## config.mk

```make
export PLATFORM = sky130hd
export DESIGN_NAME = axis_out_framer_flat
export DESIGN_NICKNAME = d
export VERILOG_FILES = /design/src/rtl/axis_out_framer_pkg.sv /design/src/rtl/axis_out_framer_if.sv /design/src/rtl/axis_out_framer_skid_buf.sv /design/src/rtl/axis_out_framer.sv /design/src/flat_wrapper.sv
export SDC_FILE = /design/constraint.sdc
export NUM_CORES = 1
export LEC_CHECK = 0
export ABC_AREA = 1
export CELL_PAD_IN_SITES_DETAIL_PLACEMENT = 2
export CELL_PAD_IN_SITES_GLOBAL_PLACEMENT = 2
export CORE_UTILIZATION = 33
export CTS_CLUSTER_SIZE = 14
export DETAILED_ROUTE_END_ITERATION = 10
export DONT_BUFFER_PORTS = 1
export HOLD_SLACK_MARGIN = 0.1
export PLACE_DENSITY = 0.84
export SYNTH_ARGS = -nofsm -noshare
export SYNTH_HDL_FRONTEND = slang
export SYNTH_HIERARCHICAL = 1
export SYNTH_SLANG_ARGS = --single-unit
```

## constraint.sdc

```tcl
create_clock -name AXIS_ACLK -period 2 [get_ports AXIS_ACLK]
set_input_delay 0.2 -clock AXIS_ACLK [delete_from_list [all_inputs] [get_ports AXIS_ACLK]]
set_output_delay 0.2 -clock AXIS_ACLK [all_outputs]
set_load 0.02 [all_outputs]
```

## src/rtl/axis_out_framer_pkg.sv

```systemverilog
// Shared constants and the framer state type for the M_AXIS output stage.
package axis_out_framer_pkg;
    localparam int DW  = 32;      // fp32 words
    localparam int CW  = 12;      // beat counter width (ds)
    localparam int FW  = 8;       // frame counter width
    localparam int SW  = DW / 8;  // strobe width

    typedef enum logic [1:0] {
        ST_IDLE,
        ST_ACTIVE,
        ST_DONE
    } framer_state_e;
endpackage

```

## src/rtl/axis_out_framer_if.sv

```systemverilog
// AXI4-Stream bundle for the framer output port.
interface axis_out_framer_if import axis_out_framer_pkg::*; #(parameter int W = DW);
    logic           tvalid;
    logic [W-1:0]   tdata;
    logic [W/8-1:0] tstrb;
    logic           tlast;
    logic           tready;

    modport master (output tvalid, tdata, tstrb, tlast, input tready);
    modport slave  (input tvalid, tdata, tstrb, tlast, output tready);
endinterface

```

## src/rtl/axis_out_framer_skid_buf.sv

```systemverilog
// Two-entry skid buffer (main + skid) with a registered upstream ready and flush.
module axis_skid_buf #(
    parameter int W = 33
) (
    input  logic         clk,
    input  logic         rst_n,
    input  logic         flush,
    input  logic         accept_en,  // upstream may be accepted next cycle
    input  logic         in_valid,
    input  logic [W-1:0] in_data,
    output logic         in_ready,
    output logic         out_valid,
    output logic [W-1:0] out_data,
    input  logic         out_ready
);
    logic         main_v, skid_v, main_v_n, skid_v_n;
    logic [W-1:0] main_d, skid_d, main_d_n, skid_d_n;
    logic         in_fire, out_fire;

    always_comb begin
        in_fire  = in_valid & in_ready;
        out_fire = main_v & out_ready;
        main_v_n = main_v;
        main_d_n = main_d;
        skid_v_n = skid_v;
        skid_d_n = skid_d;
        if (skid_v) begin
            // skid only moves forward; a new word can land only if ready was high
            if (out_fire) begin
                main_d_n = skid_d;
                skid_v_n = in_fire;
                if (in_fire) skid_d_n = in_data;
            end
        end else if (main_v) begin
            if (out_fire) begin
                main_v_n = in_fire;
                if (in_fire) main_d_n = in_data;
            end else if (in_fire) begin
                skid_v_n = 1'b1;
                skid_d_n = in_data;
            end
        end else if (in_fire) begin
            main_v_n = 1'b1;
            main_d_n = in_data;
        end
    end

    always_ff @(posedge clk or negedge rst_n) begin
        if (!rst_n) begin
            main_v   <= 1'b0;
            skid_v   <= 1'b0;
            main_d   <= '0;
            skid_d   <= '0;
            in_ready <= 1'b0;
        end else if (flush) begin
            main_v   <= 1'b0;
            skid_v   <= 1'b0;
            main_d   <= '0;
            skid_d   <= '0;
            in_ready <= 1'b0;
        end else begin
            main_v   <= main_v_n;
            skid_v   <= skid_v_n;
            main_d   <= main_d_n;
            skid_d   <= skid_d_n;
            in_ready <= ~skid_v_n & accept_en;
        end
    end

    assign out_valid = main_v;
    assign out_data  = main_d;
endmodule

```

## src/rtl/axis_out_framer.sv

```systemverilog
// Output framer: arms on run rising, streams len*nf words to M_AXIS with TLAST per frame,
// pulses done once the final beat has been accepted downstream.
module axis_out_framer import axis_out_framer_pkg::*; (
    input  logic                  AXIS_ACLK,
    input  logic                  AXIS_ARESETN,
    input  logic                  run,
    input  logic [CW-1:0]         frame_len,
    input  logic [FW-1:0]         n_frames,
    input  logic                  in_valid,
    input  logic [DW-1:0]         in_data,
    output logic                  in_ready,
    axis_out_framer_if.master     m_axis,
    output logic                  done
);
    framer_state_e state;
    logic          run_q;
    logic [CW-1:0] len_r, in_beat, beat_cnt;
    logic [FW-1:0] nf_r, in_frame, frame_cnt;
    logic          in_all;

    logic          run_rise, in_fire, out_fire;
    logic          in_last, in_final, out_last_beat, out_final;
    logic          stay_active, accept_en;
    logic          buf_valid;
    logic [DW:0]   buf_data;

    // cfg-1 in CW/FW bits makes a zero config mean the full 2**width range
    always_comb begin
        run_rise      = run & ~run_q;
        in_fire       = in_valid & in_ready;
        out_fire      = buf_valid & m_axis.tready;
        in_last       = (in_beat == len_r - CW'(1));
        in_final      = in_last & (in_frame == nf_r - FW'(1));
        out_last_beat = (beat_cnt == len_r - CW'(1));
        out_final     = out_last_beat & (frame_cnt == nf_r - FW'(1));
        stay_active   = run & (((state == ST_ACTIVE) & ~(out_fire & out_final)) |
                               ((state == ST_IDLE) & run_rise));
        // arming clears the input count, so a stale in_all from the last run is ignored
        if (state == ST_IDLE)
            accept_en = stay_active;
        else
            accept_en = stay_active & ~(in_all | (in_fire & in_final));
    end

    always_ff @(posedge AXIS_ACLK or negedge AXIS_ARESETN) begin
        if (!AXIS_ARESETN) begin
            state     <= ST_IDLE;
            run_q     <= 1'b0;
            len_r     <= '0;
            nf_r      <= '0;
            in_beat   <= '0;
            in_frame  <= '0;
            in_all    <= 1'b0;
            beat_cnt  <= '0;
            frame_cnt <= '0;
            done      <= 1'b0;
        end else begin
            run_q <= run;
            done  <= 1'b0;
            if (!run) begin
                state <= ST_IDLE;
            end else begin
                case (state)
                    ST_IDLE: begin
                        if (run_rise) begin
                            len_r     <= frame_len;
                            nf_r      <= n_frames;
                            in_beat   <= '0;
                            in_frame  <= '0;
                            in_all    <= 1'b0;
                            beat_cnt  <= '0;
                            frame_cnt <= '0;
                            state     <= ST_ACTIVE;
                        end
                    end
                    ST_ACTIVE: begin
                        if (in_fire) begin
                            if (in_last) begin
                                in_beat  <= '0;
                                in_frame <= in_frame + FW'(1);
                            end else begin
                                in_beat  <= in_beat + CW'(1);
                            end
                            if (in_final) in_all <= 1'b1;
                        end
                        if (out_fire) begin
                            if (out_last_beat) begin
                                beat_cnt  <= '0;
                                frame_cnt <= frame_cnt + FW'(1);
                            end else begin
                                beat_cnt  <= beat_cnt + CW'(1);
                            end
                            if (out_final) begin
                                state <= ST_DONE;
                                done  <= 1'b1;
                            end
                        end
                    end
                    ST_DONE: state <= ST_DONE;
                    default: state <= ST_IDLE;
                endcase
            end
        end
    end

    // TLAST travels with its word so it stays correct through stalls
    axis_skid_buf #(.W(DW + 1)) u_skid (
        .clk       (AXIS_ACLK),
        .rst_n     (AXIS_ARESETN),
        .flush     (~run),
        .accept_en (accept_en),
        .in_valid  (in_valid),
        .in_data   ({in_last, in_data}),
        .in_ready  (in_ready),
        .out_valid (buf_valid),
        .out_data  (buf_data),
        .out_ready (m_axis.tready)
    );

    assign m_axis.tvalid = buf_valid;
    assign m_axis.tdata  = buf_data[DW-1:0];
    assign m_axis.tlast  = buf_data[DW];
    assign m_axis.tstrb  = {SW{buf_valid}};
endmodule

```

## src/flat_wrapper.sv

```systemverilog
// flat-port wrapper written by rule: the top's interface ports become plain ports
module axis_out_framer_flat import axis_out_framer_pkg::*;
  (AXIS_ACLK, AXIS_ARESETN, run, frame_len, n_frames, in_valid, in_data, in_ready, done, m_axis_tvalid, m_axis_tdata, m_axis_tstrb, m_axis_tlast, m_axis_tready);
  axis_out_framer_if #(.W(DW)) m_axis_i ();
  input  logic AXIS_ACLK;
  input  logic AXIS_ARESETN;
  input  logic run;
  input  logic [CW-1:0] frame_len;
  input  logic [FW-1:0] n_frames;
  input  logic in_valid;
  input  logic [DW-1:0] in_data;
  output logic in_ready;
  output logic done;
  output wire logic [$bits(m_axis_i.tvalid)-1:0] m_axis_tvalid;
  output wire logic [$bits(m_axis_i.tdata)-1:0] m_axis_tdata;
  output wire logic [$bits(m_axis_i.tstrb)-1:0] m_axis_tstrb;
  output wire logic [$bits(m_axis_i.tlast)-1:0] m_axis_tlast;
  input wire logic [$bits(m_axis_i.tready)-1:0] m_axis_tready;
  assign m_axis_tvalid = m_axis_i.tvalid;
  assign m_axis_tdata = m_axis_i.tdata;
  assign m_axis_tstrb = m_axis_i.tstrb;
  assign m_axis_tlast = m_axis_i.tlast;
  assign m_axis_i.tready = m_axis_tready;
  axis_out_framer u_core (.AXIS_ACLK(AXIS_ACLK), .AXIS_ARESETN(AXIS_ARESETN), .run(run), .frame_len(frame_len), .n_frames(n_frames), .in_valid(in_valid), .in_data(in_data), .in_ready(in_ready), .m_axis(m_axis_i), .done(done));
endmodule
```

==> reports/summary.md, run 1 <==
Measured in cells, the most critical reg-to-reg path has a length of 13. At the worst endpoint, the arrival time is 2.93 ns. The worst voltage drop across the vdd grid is 0.6941 mV, and the die area is 24890 um^2. The repair_antennas step left the layout with diodes totalling 0. Headroom to the max-slew limit came out at 63.00%.

The die is 157.8 um tall. The tools report the global-route wire length before repair as 58660 um. The finished cells cover 10840 um^2. Timing would allow up to 383.7 MHz.

The pre-antenna-repair detailed-routing pass consisted of 5 iterations. The required time at the worst-slack endpoint came out at 2.33 ns. Using the TritonRoute via totals, the vias-per-cell ratio works out to 5.685. The initial antenna violation count is 0, and the number of nets produced by synthesis is 1183. The measured slew at the worst slew-check pin works out to 0.5550 ns. The final setup violation count is 54, and the setup slack on the worst flop-to-flop path is -0.61 ns. The post-route fraction of the period consumed by the critical path came out at 130.3%. Input and output buffers added on the ports amount to 0. Fill cells in the final layout number 2629. The synthesized instance count was 1117; the sequential cell area fraction in the yosys report was 41.87%.

The number of DRC violations after detailed routing was 0. The remaining antenna violation count is 0, and the count of boundary I/O pins is 97. Setup repair after global routing could not meet its margin everywhere. Setup total negative slack on the finished layout was measured at -23.96 ns. Traced cell by cell, the critical path runs through inv_2 -> ha_4 -> nand2_8 -> nor2_4 -> nand4_1 -> nand3_2 -> and3_1 -> nand2_1 -> nor2_4 -> buf_4 -> buf_4 -> nand4_1 -> a21oi_1.

The detail-routed net length per standard cell was 26.76 um; the synthesized area per cell was 7.169 um^2. The worst register-to-register path ends at u_core/in_all. The worst hold path belongs to the class primary input to async pin.

The floorplan die width was 157.8 um. In this design, the stage delay of the slowest critical-path cell is 0.42 ns. The number of hold violations in the final report was 134. The first-iteration detailed-routing DRC count is 568, and the max-cap check violation count is 0. The power per cell area came out at 1205 nW/um^2. The final critical delay including setup and external delays is 2.606 ns. In this run the static leakage power is 0.005173 uW. STA classifies the critical path startpoint as a register. The total overflow left after global routing is 0. The largest fanout of any net on the critical path works out to 6.

TritonCTS built the clock tree. Cells fill 45.91% of the core in the end. The number of distinct standard cells referenced by the synthesized netlist is 40. For the floorplan core area, the log shows 23610 um^2. The logs give 19730 um for the post-DP HPWL and -0.5491 ns for the worst hold-check slack.

The logs give 0.7967 for the global placer's final weighted congestion and 0 for the final max-slew violation count. The tools report the number of global-route vias before repair as 9742. The worst setup skew after layout was 0.01466 ns; the count of warnings emitted by yosys was 6. The pin count of the biggest net entering global routing was 135. No sink is reached through more buffers than the 2 on the longest clock path. The largest individual stage delay along the critical path comes from the cell dfrtp_1.

The floorplan has 56 rows. Buffers inserted during clock tree synthesis total 17. The clock insertion delay at the later pin of the skew report was 0.44 ns. The checks that failed: hold timing, setup timing. At the end of the flow, the number of nets in the layout was 1310. The worst setup path is captured at a register.

The run finished, with violations left. The clock root buffer was clkbuf_16. Global routing used 31.93% of the available tracks across all layers. The critical register-to-register path startpoint was u_core/len_r[1]. The library cell used most frequently in the layout, excluding fill and tap cells, is nand2_1. The run gives -0.6059 ns as the least setup slack across all paths after layout. The clock-pin slew on the worst setup and hold paths was 0.07 ns. Once the floorplan was initialized, standard cells occupied 33.91% of the core. For this block, the via count after detailed routing is 8954. In this run, post-CTS hold repair placed 54 buffers.

The cell area after synthesis was 8008 um^2. The critical setup path kind was register to register. From synthesis to final layout, the design area changed by 35.38%. Timing analysis after detailed placement gives a worst setup slack of -0.5369 ns.

The placed instances occupy a cell area of 8782 um^2. The final total power was 13060 uW. Counting every sink on the clock net gives 134. The library cells used most frequently in the layout, excluding fill and tap cells, are nand2_1, nand3_1, dfrtp_1, nor2_1, inv_1. The clock tree synthesis step divided the H-tree into 4 levels.

The register bit count reported by yosys was 134; the fraction of layout cells with a size suffix above 1 was 23.96%. The final layout contains routed wiring with a total length of 42150 um.
timing repair:
| item | in CTS | in global routing |
|---|---|---|
| buffers inserted | 14 | 8 |
| gates cloned | 6 | 0 |
| endpoints found under the hold margin | 222 | 134 |
| pin swaps | 27 | 37 |
| resized for setup | 93 | 91 |
| setup endpoints to repair | 49 | 68 |
cell type report:
type | instances | area, um^2 | area share [%]
Sequential cell | 134 | 3357 | 30.97
Timing Repair Buffer | 151 | 1436 | 13.25
Multi-Input combinational cell | 821 | 4574 | 42.20
Tap cell | 319 | 399.1 | 3.682
Timing Repair inverter | 1 | 8.758 | 0.08079
Clock inverter | 13 | 172.7 | 1.593
Inverter | 118 | 452.9 | 4.178
Clock buffer | 18 | 439.2 | 4.051
worst max-delay path, delay by kind of cell, from the launching register on:
family                     cells  cell delay [ns]
and+or+nand+nor                8             1.20
DFF                            1             0.42
adders and majority gates      1             0.25
AOI/OAI and AO/OA              1             0.26
buffers and inverters          3             0.36
synth_stat cells:
library cell    n  share of area [%]
nor2_4          3               0.42
nand2_4         4               0.56
inv_2           6               0.28
o21ai_1         2               0.13
mux2_2          1               0.14
dfrtp_1       134                 42
o21ai_0        46                2.9
nand2_1       310                 15
xor2_1         18                2.0
nand3_1       183                 11
o21bai_1        1              0.094
and2_1          1              0.078
nor3b_1         1              0.094
nor2_1        132                6.2
buf_6           5               0.70
nand4_1        17                1.3
buf_4          14                1.3
o22ai_1         2               0.16
a21oi_1        33                2.1
buf_1           3               0.14
inv_4           1              0.078
nor2_2          4               0.31
a21oi_2         1               0.11
o211ai_1        1              0.094
xnor2_1         2               0.22
a21oi_4         2               0.41
nand2_2         8               0.63
o21ai_2        10                1.1
nand3_2         1               0.13
clkbuf_1       13               0.61
inv_1         111                5.2
nor3_1         13               0.81
and3_1          1              0.078
nor3_2          1               0.13
ha_1            9                1.4
or2_2           3               0.23
nor2_8          2               0.50
nand2_8         2               0.50
nand3b_1        3               0.28
buf_2          13               0.81
sequential cells by signal (all words and copies together), names as in the netlist, 2 cells and up:
| name | count |
|---|---|
| u_core/u_skid/out_data | 33 |
| u_core/u_skid/skid_d | 33 |
| u_core/beat_cnt | 12 |
| u_core/in_beat | 12 |
| u_core/len_r | 12 |
| u_core/frame_cnt | 8 |
| u_core/in_frame | 8 |
| u_core/nf_r | 8 |
| u_core/state | 2 |
where the power goes:
group          total, uW  internal, uW  leakage [uW]  switching, uW
clock network       3500          2010      0.000291           1480
registers           3650          3100       0.00178            551
logic               5920          2200       0.00310           3720
metal layers:
metal,global-route usage [%],wire (um),vias up
met3,5.831,2022,140
met2,55.30,21560,355
met1,37.33,16720,4632
met4,17.11,1852,0
met5,0,0,-
li1,-,-,3827
how the worst max path moves through the flow:
stage | from | endpoint | cells after the start
finish | u_core/len_r[1] | u_core/in_all | 13
global route | u_core/len_r[0] | u_core/u_skid/in_ready | 18
CTS | u_core/len_r[1] | u_core/u_skid/in_ready | 18
detailed placement | u_core/len_r[1] | u_core/u_skid/out_data[32] | 16
global placement | u_core/len_r[1] | u_core/u_skid/out_data[32] | 15
floorplan | u_core/len_r[0] | u_core/beat_cnt[2] | 17
cells by family (layout without fill, tap and decap cells):
group                    count (synthesis)  in the layout  share of synthesized area [%]
buffers and inverters                  166            301                          9.141
AO/OA/AOI/OAI                           98             98                          7.016
adder cells (fa/ha/maj)                  9              9                          1.406
multiplexers                             1              1                         0.1406
AND/OR/NAND/NOR                        689            693                          38.23
flip-flops                             134            134                          41.88
XOR/XNOR                                20             20                          2.188
stage by stage:
| stage | hold WS, ns | instances |
|---|---|---|
| after global routing | -0.5627 | 1575 |
| after global placement | -0.09003 | 1464 |
| after detailed placement | -0.09061 | 1464 |
| after CTS | -0.5598 | 1569 |
| final | -0.5491 | 1575 |
| after floorplan | -0.09559 | 1117 |
(Power assumes the default switching activity.)
==> inputs of run 2 (changes only) <==
- CORE_UTILIZATION: 33 -> 29
- DONT_BUFFER_PORTS: 1 -> not set
- PLACE_DENSITY: 0.84 -> 0.85
==> run 2 against run 1 <==
The flow finishes with violations (setup timing). Largest cell class unchanged. Combinational power decreased by 0.8%. Sequential share of layout area down 1.0 points. Largest power group unchanged. Clock-buffer cell count shrank 1. First-iteration DRC count fell by 6.3%. Fmax grew 1.3%.
==> reports/summary.md, run 2 (same netlist as run 1, synthesis figures left out) <==
The run finished, with violations left. The final reports fail on setup timing. Summed over all layers, the global routing overflow is 0. The number of input and output port buffers inserted was 96. The global routing usage summed across all routing layers is 28.43%, and the number of buffers inserted during clock tree synthesis is 17. The clock-pin slew on the worst setup and hold paths works out to 0.08 ns.

Among all stages on the critical path, the largest delay is contributed by dfrtp_1. The least setup slack across all paths after layout was -0.5720 ns; the vias after detailed routing was 9099. The post-route fraction of the period consumed by the critical path is 128.6%. Number of buffer and inverter instances along the worst setup path: 2. Kind of cell with the highest combined delay on the critical path: simple AND/OR/NAND/NOR gates. The routed length on met3 came out at 1915 um. The logs give 0.46 ns for the clock insertion delay at the later pin of the skew report and 0.8807 for the global placer's final weighted congestion. The static leakage was 0.005291 uW. The worst setup path is captured at a register. The tools report the die area as 28280 um^2. Clock tree synthesis found a total of 134 sinks.

At the worst endpoint, the required time is 2.34 ns. The highest attainable clock frequency was 388.8 MHz. The run gives 4 as the total number of H-tree levels. Across the VDD grid, the largest voltage drop is 0.6258 mV. Critical setup path kind: register to register.

The die is 168.2 um wide. The clock passes through at most 2 buffers. The worst hold-check slack is 0.2236 ns. The wire length on met2 is 21580 um.

Biggest cell delay along the critical path: 0.41 ns. Most frequent standard cell in the layout excluding fill and tap cells: nand2_1. TritonCTS built the clock tree. Dividing total power by cell area gives a power density of 1145 nW/um^2. The final total power is 12840 uW, and the worst setup skew after layout is 0.01582 ns.

At the pin with the least slew margin, the transition time is 0.6812 ns. The floorplan core area was 27030 um^2; the critical path data arrival time was 2.91 ns. For this configuration, the core starts out at a cell density of 29.63%. The final critical delay including setup and external delays came out at 2.572 ns. After the first detailed-routing iteration, the DRC count stood at 532. The number of hold violations in the final report is 0, and the pin count of the biggest net entering global routing is 59. Once detail routing completed, the nets flagged for antenna violations numbered 0.

The tools report the count of nets after finishing as 1355. The run gives 0 as the number of DRC violations after detailed routing. By instance count, the cell type seen most on the critical path is nor2_1. The first global-routing pass estimated 61280 um of wire. The tools report the max-cap check violation count as 0. The highest layer touched by signal routing is met4.

The tools report the initial antenna violation count as 0. The worst pin sits at a relative slew slack of 54.52%. The run gives 21030 um as the post-DP HPWL. The floorplan has 60 rows. Setup repair after global routing could not meet its margin everywhere. In the routed layout, each cell is associated on average with a via count of 5.535. Summed over all layers, the routed wires come to 42030 um. The tools report the final setup violation count as 47.

The number of global-route vias before repair was 10286; the count of boundary I/O pins was 97. The critical path goes through inv_2 -> ha_4 -> nor2_1 -> nor2_2 -> o21ai_1 -> nor2_1 -> nand3_1 -> nor2_1 -> nand2_1 -> nor2_4 -> nand2_4 -> nand2_8 -> buf_12 -> nand2_8 -> nand2_4 -> o21ai_2. The relative area change from synthesis to final layout is 40.03%, and the final max-slew violation count is 0.

The cell sitting at the root of the clock tree is a clkbuf_16. Of all nets on the critical path, the largest fanout is 6. In the layout the commonest cells are nand2_1, nand3_1, dfrtp_1, nor2_1, inv_1. After detailed routing, the wire length on met1 is 16350 um.

The class of the worst hold path was primary input to async pin. The detail-routed net length per standard cell came out at 25.56 um. The floorplan die height came out at 168.2 um. The kind of start point of the critical path was a register. The first detailed-routing pass took 4 iterations. The fraction of layout cells with a size suffix above 1 works out to 23.12%.
==> run 2: changes by cell type in the layout (fill, tap and decap cells not counted), sizes merged <==
cell,change
clkinvlp,-1
bufinv,-2
diode,+1
dlygate4sd3,-53
buf,+3
clkbuf,-1
inv,+8
clkdlybuf4s50,+95
clkinv,-3
==> run 2: path summary, 6_finish.rpt <==
kind                                               start                         to  slack [ns]  cells past startpoint
min in group AXIS_ACLK                       n_frames[1]             u_core/nf_r[1]        0.32                      3
max in group asynchronous                   AXIS_ARESETN  u_core/u_skid/out_data[9]        1.07                      3
worst max register to register           u_core/len_r[0]        u_core/frame_cnt[7]       -0.57                     16
worst max-delay path                     u_core/len_r[0]        u_core/frame_cnt[7]       -0.57                     16
worst min register to register  u_core/u_skid/skid_d[23]   u_core/u_skid/skid_d[23]        0.51                      2
worst min-delay path                        AXIS_ARESETN             u_core/nf_r[2]        0.22                      2
==> run 2: area by class of cell <==
cell class	instances	area (um^2)
Antenna cell	1	2.502
Tap cell	341	426.7
Sequential cell	134	3356
Fill cell	3029	15810
Timing Repair Buffer	196	1836
Inverter	118	452.9
Multi-Input combinational cell	821	4533
Timing Repair inverter	1	11.26
Clock inverter	15	170.2
Clock buffer	17	425.4
==> run 2: worst register-to-register path: stages (launching register included) <==
cell	delay (ns)
dfrtp_1	0.41
inv_2	0.10
ha_4	0.32
nor2_1	0.09
nor2_2	0.17
o21ai_1	0.09
nor2_1	0.11
nand3_1	0.10
nor2_1	0.16
nand2_1	0.11
nor2_4	0.16
nand2_4	0.11
nand2_8	0.16
buf_12	0.14
nand2_8	0.08
nand2_4	0.08
o21ai_2	0.06
==> run 2: metal layers <==
metal / vias up / GRT usage, %
met3: 151 / 5.078
met4: 0 / 14.62
met2: 334 / 51.07
li1: 3924 / -
met5: - / 0
met1: 4690 / 32.23
==> run 2: where the power goes <==
group          leakage, uW  total, uW  switching, uW  internal [uW]
clock network     0.000288       3410           1620           1790
logic              0.00322       5870           3740           2130
registers          0.00178       3560            466           3090
==> run 2: what timing repair did <==
action | CTS | global route
setup buffers | 16 | 8
pin swaps | 38 | 28
hold buffers | 1 | 0
gates cloned | 6 | 0
gates resized for setup | 116 | 60
hold endpoints to repair | 76 | 0
endpoints found under the setup margin | 47 | 48
==> run 2: per-stage QoR <==
stage / cells / util, % / setup WS, ns / setup TNS (ns) / area [um^2]
global placement: 1584 / 36.07 / -0.3232 / -4.799 / 9749
detailed placement: 1584 / 36.07 / -0.4307 / -10.64 / 9749
floorplan: 1117 / - / 0.001758 / 0 / 8023
CTS: 1639 / 40.63 / -0.2883 / -9.088 / 10980
finish: 1644 / 41.49 / -0.5720 / -21.33 / 11210
global route: 1643 / 41.48 / -0.7069 / -25.47 / 11210
